<file path="src/rtl/result_writer.sv">
// Serializes a snapshot of a matrix into RAM writes, one element per cycle in row-major order.
// The write stream can be stalled from the RAM side; a done pulse marks the end of each transfer.
`ifndef N_ROWS
`define N_ROWS 3
`endif
`ifndef N_COLUMNS
`define N_COLUMNS 3
`endif
`ifndef WIDTH
`define WIDTH 8
`endif
`ifndef ADDR_WIDTH_RAM
`define ADDR_WIDTH_RAM 8
`endif

module result_writer #(
  parameter int unsigned N_ROWS     = `N_ROWS,
  parameter int unsigned N_COLUMNS  = `N_COLUMNS,
  parameter int unsigned WIDTH      = `WIDTH,
  parameter int unsigned ADDR_WIDTH = `ADDR_WIDTH_RAM,
  parameter int unsigned BASE_ADDR  = 0
) (
  input  logic                                           clk,
  input  logic                                           rst,
  input  logic                                           start,
  input  logic                                           hold,
  input  logic [N_ROWS-1:0][N_COLUMNS-1:0][WIDTH-1:0]    in,
  output logic [ADDR_WIDTH-1:0]                          addr,
  output logic [WIDTH-1:0]                               data_in,
  output logic                                           write_enable,
  output logic                                           busy,
  output logic                                           done
);

  localparam int unsigned Total = N_ROWS * N_COLUMNS;
  localparam int unsigned IdxW  = $clog2(Total + 1);
  localparam logic [ADDR_WIDTH-1:0] BaseAddr = ADDR_WIDTH'(BASE_ADDR);

  localparam logic [1:0] StIdle  = 2'd0;
  localparam logic [1:0] StWrite = 2'd1;
  localparam logic [1:0] StDone  = 2'd2;

  logic [1:0]                   state_q, state_d;
  logic [IdxW-1:0]              idx_q, idx_d;
  // Flattened snapshot: element i sits at row i/N_COLUMNS, column i%N_COLUMNS.
  logic [Total-1:0][WIDTH-1:0]  buf_q, buf_d;
  logic [ADDR_WIDTH-1:0]        addr_q, addr_d;
  logic [WIDTH-1:0]             data_q, data_d;
  logic                         we_q, we_d;
  logic                         busy_q, busy_d;
  logic                         done_q, done_d;

  always_comb begin
    state_d = state_q;
    idx_d   = idx_q;
    buf_d   = buf_q;
    addr_d  = addr_q;
    data_d  = data_q;
    we_d    = 1'b0;
    busy_d  = busy_q;
    done_d  = 1'b0;
    case (state_q)
      StIdle: begin
        busy_d = 1'b0;
        if (start) begin
          buf_d   = in;
          state_d = StWrite;
          busy_d  = 1'b1;
          idx_d   = '0;
          // Element 0 goes out straight from the input so the first write has latency 1.
          if (!hold) begin
            we_d   = 1'b1;
            addr_d = BaseAddr;
            data_d = in[0][0];
            idx_d  = IdxW'(1);
          end
        end
      end
      StWrite: begin
        if (idx_q == IdxW'(Total)) begin
          state_d = StDone;
          busy_d  = 1'b0;
          done_d  = 1'b1;
        end else if (!hold) begin
          we_d   = 1'b1;
          addr_d = BaseAddr + ADDR_WIDTH'(idx_q);
          data_d = buf_q[idx_q];
          idx_d  = idx_q + IdxW'(1);
        end
      end
      StDone: begin
        state_d = StIdle;
        busy_d  = 1'b0;
      end
      default: begin
        state_d = StIdle;
        busy_d  = 1'b0;
      end
    endcase
  end

  always_ff @(posedge clk or negedge rst) begin
    if (!rst) begin
      state_q <= StIdle;
      idx_q   <= '0;
      buf_q   <= '0;
      addr_q  <= '0;
      data_q  <= '0;
      we_q    <= 1'b0;
      busy_q  <= 1'b0;
      done_q  <= 1'b0;
    end else begin
      state_q <= state_d;
      idx_q   <= idx_d;
      buf_q   <= buf_d;
      addr_q  <= addr_d;
      data_q  <= data_d;
      we_q    <= we_d;
      busy_q  <= busy_d;
      done_q  <= done_d;
    end
  end

  assign addr         = addr_q;
  assign data_in      = data_q;
  assign write_enable = we_q;
  assign busy         = busy_q;
  assign done         = done_q;

endmodule

</file>
<file path="config.mk">
export PLATFORM = sky130hd
export DESIGN_NAME = result_writer
export DESIGN_NICKNAME = d
export VERILOG_FILES = /design/src/rtl/result_writer.sv
export SDC_FILE = /design/constraint.sdc
export NUM_CORES = 1
export LEC_CHECK = 0
export CAP_MARGIN = 20
export CORE_UTILIZATION = 54
export DETAILED_ROUTE_END_ITERATION = 10
export MAX_ROUTING_LAYER = met4
export PLACE_DENSITY_LB_ADDON = 0.15
export SETUP_SLACK_MARGIN = 0.5
export SLEW_MARGIN = 25
export SYNTH_ARGS = -nofsm -noshare
export SYNTH_HDL_FRONTEND = slang
export SYNTH_SLANG_ARGS = --single-unit
export TNS_END_PERCENT = 100
</file>
<file path="constraint.sdc">
create_clock -name clk -period 3.6 [get_ports clk]
set_clock_uncertainty 0.1 [all_clocks]
set_input_delay 0.72 -clock clk [delete_from_list [all_inputs] [get_ports clk]]
set_output_delay 0.72 -clock clk [all_outputs]
set_load 0.05 [all_outputs]
</file>
# Yosys cells after proc, flatten, opt, wreduce, memory -nomap -nowiden
# Cells that the tools add are included.
[totals] reg_bits=97 in_bits=76 output_inout_bits=19 word_cells=60
[classes] n_lt_le_gt_ge=1 eq_ne=7 n_mux=29 n_addsub=1 reduce_logical=6
[op_table] op="2-to-1 mux 8 bit" n=9
[op_table] op="binary-select mux 8 bit (select 4 bit)" n=1
[op_table] op="one-hot mux 8 bit (2 select lines)" n=2
[op_table] op="2-to-1 mux 4 bit" n=3
[op_table] op="!= test 2 bit (second input constant)" n=5
[op_table] op="2-to-1 mux 1 bit" n=8
[op_table] op="one-hot mux 4 bit (2 select lines)" n=1
[op_table] op="< comparator 4 x 5 -> 1 bit (second input constant)" n=1
[op_table] op="AND reduction 5 bit" n=1
[op_table] op="adder 4 x 1 -> 4 bit (second input constant)" n=1
[op_table] op="equality test 4 bit (second input constant)" n=1
[op_table] op="2-to-1 mux 2 bit" n=2
[op_table] op="one-hot mux 1 bit (2 select lines)" n=2
[op_table] op="one-hot mux 2 bit (2 select lines)" n=1
[op_table] op="AND reduction 2 bit" n=2
[op_table] op="AND reduction 4 bit" n=1
[op_table] op="equality test 2 x 1 -> 1 bit (second input constant)" n=1
[op_table] op="zero test 2 bit" n=1
[op_table] op="nonzero test 2 bit" n=1

# Logic depth before layout (Yosys ltp)
[logic_depth] depth_word=5 mapped_depth=9 ltp_nobuf=7

# Worst setup path after synthesis
# OpenSTA, ideal clock, no wires.
[synth_timing] kind="input to register" startpoint="input port start" endpoint="register buf_q[0] (netlist name)" t_arrival_ns=1.664 n_path_buf=2 required_time_ns=3.375 path_stages=4 setup_slack_ns=1.711 setup_ns=0.125 path_cell_list="nor3b_1 buf_2 buf_2 mux2_2"
[synth_via] elab_chain_cells=1
[synth_lines] item="from (decl)" line="25" source="input logic start,"
[synth_lines] item="AND reduction 2 bit (no source line)"
[synth_lines] item="to (signal assigned)" line="115" source="buf_q <= buf_d;"
[synth_lines] item="to (decl)" line="46" source="logic [Total-1:0][WIDTH-1:0] buf_q, buf_d;"
# No other way between the ends.
# A chain may end at the register's enable or synchronous reset.

# Final worst setup path
[layout_timing] startpoint="register addr_q[2], in the netlist addr[2]" endpoint="output port addr[2]"
[layout_rtl] item="from (decl)" line="47" source="logic [ADDR_WIDTH-1:0] addr_q, addr_d;"
[layout_rtl] item="from (signal assigned)" line="116" source="addr_q <= addr_d;"
[layout_rtl] item="to (decl)" line="28" source="output logic [ADDR_WIDTH-1:0] addr,"
# No word-level cell between the ends.

==> results.py <==
metrics = {
    "drt": {
        "antenna_left": 0,
        "first_iter_violations": 181,
        "routed_wirelength_um": 8880,
        "num_vias": 2875,
        "viasPerCell": 5.55,
        "wl_per_cell_um": 17.1,
        "first_pass_iters": 4,
        "remaining_drc_errors": 0,
    },
    "yosys": {
        "yosysWarnings": 0,
        "synth_cells": 331,
        "ys_types": 33,
        "ys_ff_latch": 93,
        "synth_area_per_cell_sq_um": 12.8,
        "seq_area_frac_synth_pct": 54.8,
        "syn-cell-area_sq_mm": 0.00424,
    },
    "clock_network": {
        "clkLatencyLatePin_ns": 0.35,
        "cts_buffer_depth": 2,
        "cts_setup_buffers": 0,
        "htreeDepth": 3,
        "cts.repair.resized": 0,
        "cts-root-buf": "clkbuf_8",
        "hold_buffers": 0,
        "cts_inserted_buffers": 9,
        "cts.sinks": 93,
        "cts.clk_slew.worst_paths_ns": 0.09,
        "cts_tree": "built",
    },
    "floorplanning": {
        "num_rows": 31,
        "dieHeight_um": 90.7,
        "die_area_sq_mm": 0.00822,
        "core_sq_mm": 0.00741,
        "boundaryPins": 95,
        "die_w_um": 90.7,
        "start_util_pct": 57.3,
    },
    "place": {
        "gp_congestion": 0.831,
        "numPortBuffers": 90,
        "placed_cell_area_sq_mm": 0.00519,
        "dp_hpwl_um": 6170,
    },
    "timing": {
        "drv_slew": 0,
        "max_freq_mhz": 419,
        "fin_setup_tns_ns": 0,
        "rsz0062_at_grt": "false",
        "hold_viol": 0,
        "fin_crit_ns": 2.39,
        "max_slew.worst_pin.slew_ns": 0.906,
        "setup_viol": 0,
        "finalCritPeriodShare_pct": 66.4,
        "max_slew_margin_pct": 39.6,
    },
    "critical_path": {
        "cp.depth": 1,
        "rr_startpoint": "idx_q[0]",
        "slowest_delay_ns": 0.84,
        "critical_path_arrival_ns": 1.57,
        "r2r_cells": 7,
        "start_kind": "flip-flop",
        "worstPathRequired_ns": 2.78,
        "path_cells": "clkdlybuf4s50_1",
        "cp_slowest_cell": "clkdlybuf4s50_1",
        "crit_path_max_fanout": 2,
        "crit_start": "addr[2]",
        "endpoint_kind": "output pin",
        "worst-path-buf-inv": 1,
        "critPathKind": "flip-flop to output pin",
        "critPathTopFamily": "buffers and inverters",
    },
    "run_status": {
        "outcome": "complete, no violations",
    },
    "power_and_ir_drop": {
        "p_total_uw": 4500,
        "vdd_ir_drop_max_mv": 0.367,
        "powerDensity_mw_per_mm2": 837,
        "leakage_uw": 0.00230,
    },
    "run": {
        "cap_violations": 0,
    },
    "layout": {
        "syn_to_final_growth_pct": 26.6,
        "final_common_cell": "dfrtp_1",
        "diodes": 0,
        "drive_above_1_share_pct": 21.0,
        "final_cell_mix": "dfrtp_1 (93), clkdlybuf4s50_1 (89), mux2_2 (64)",
        "nNetsFinal": 494,
        "fillers": 524,
        "postLayoutCellArea_sq_mm": 0.00537,
    },
    "global_routing": {
        "grt_pass1_vias": 2916,
        "grt_max_degree": 84,
        "antenna_found_initial": 0,
        "grt_pass1_wl_um": 14400,
        "grt_util_all_layers_pct": 23.4,
        "grt_overflow": 0,
    },
    "hold_path": {
        "min_path_cells": 2,
        "min_path_type": "flip-flop to flip-flop",
        "hp-start": "addr[3]",
    },
}
==> path summary, 6_finish.rpt <==
check,endpoint,slack (ns)
worst max-delay path,addr[2],1.21
worst min-delay path,addr[3],0.38
worst max register to register,data_in[4],1.29
worst min register to register,addr[3],0.38
max in group asynchronous,data_in[6],2.28
min in group asynchronous,buf_q[65],0.39
==> per-layer routing <==
| metal | wire [um] | track usage (%) | vias up | part of all wire (%) |
|---|---|---|---|---|
| li1 | - | - | 1338 | - |
| met3 | 458 | 3.45 | 12 | 5.2 |
| met2 | 4350 | 36.4 | 102 | 49 |
| met5 | 0 | - | - | 0 |
| met4 | 150 | 8.20 | 0 | 1.7 |
| met1 | 3920 | 31.6 | 1423 | 44 |
==> where the power goes <==
| group | internal [uW] | switching [uW] |
|---|---|---|
| clock | 311 | 343 |
| sequential | 1560 | 361 |
| combinational | 980 | 946 |
| total | 2850 | 1650 |
==> cell families after synthesis <==
group                    Yosys count  synth area share (%)
other                              1                0.0884
flip-flops                        93                  54.8
AO/OA/AOI/OAI                     55                  7.58
buffers and inverters             36                  4.42
AND/OR/NAND/NOR                   54                  6.34
adder cells (fa/ha/maj)            2                 0.590
XOR/XNOR                           1                 0.206
multiplexers                      89                  25.9
==> metrics by stage <==
stage / std cells / util [%] / hold slack, ns / setup WS (ns)
global route: 518 / 72.5 / 0.418 / 1.10
floorplan: 334 / - / 0.324 / 1.71
detailed placement: 504 / 70.1 / 0.370 / 1.12
global placement: 504 / 70.1 / 0.367 / 1.16
CTS: 518 / 72.5 / 0.388 / 1.21
finish: 518 / 72.5 / 0.380 / 1.21
==> flip-flops by register name, summed over array words and instances, names as in the netlist <==
name          flops
buf_q            72
data_in           8
addr              4
idx_q             4
state_q           2
busy              1
done              1
write_enable      1
==> Yosys cell counts, drive strengths merged <==
cell	count	area share, %
nor3b	3	0.53
a32o	1	0.24
nor2	4	0.35
nand4b	1	0.21
a221oi	8	1.7
dfrtp	93	55
and2	1	0.15
nand2b	8	1.2
nand3b	1	0.18
o21ba	1	0.24
conb	1	0.088
or3	1	0.15
xor2	1	0.21
ha	2	0.59
clkbuf	5	0.44
inv	11	0.97
mux4	8	5.0
o21ai	34	4.1
o21a	1	0.18
nand4	1	0.15
mux2	64	17
a21oi	10	1.2
or4b	1	0.24
nand3	6	0.71
nor2b	2	0.29
buf	20	3.0
mux2i	17	4.0
nand2	25	2.2
==> final cells by class <==
class	instances	area (sq um)	share of cell area [%]
clock buffer	9	124	2.31
clock inverter	5	53.8	1.00
inverter	11	41.3	0.769
multi-input combinational	205	1750	32.5
sequential	93	2330	43.3
tap	99	124	2.31
timing repair buffer	96	956	17.8
(Power assumes the default switching activity.)
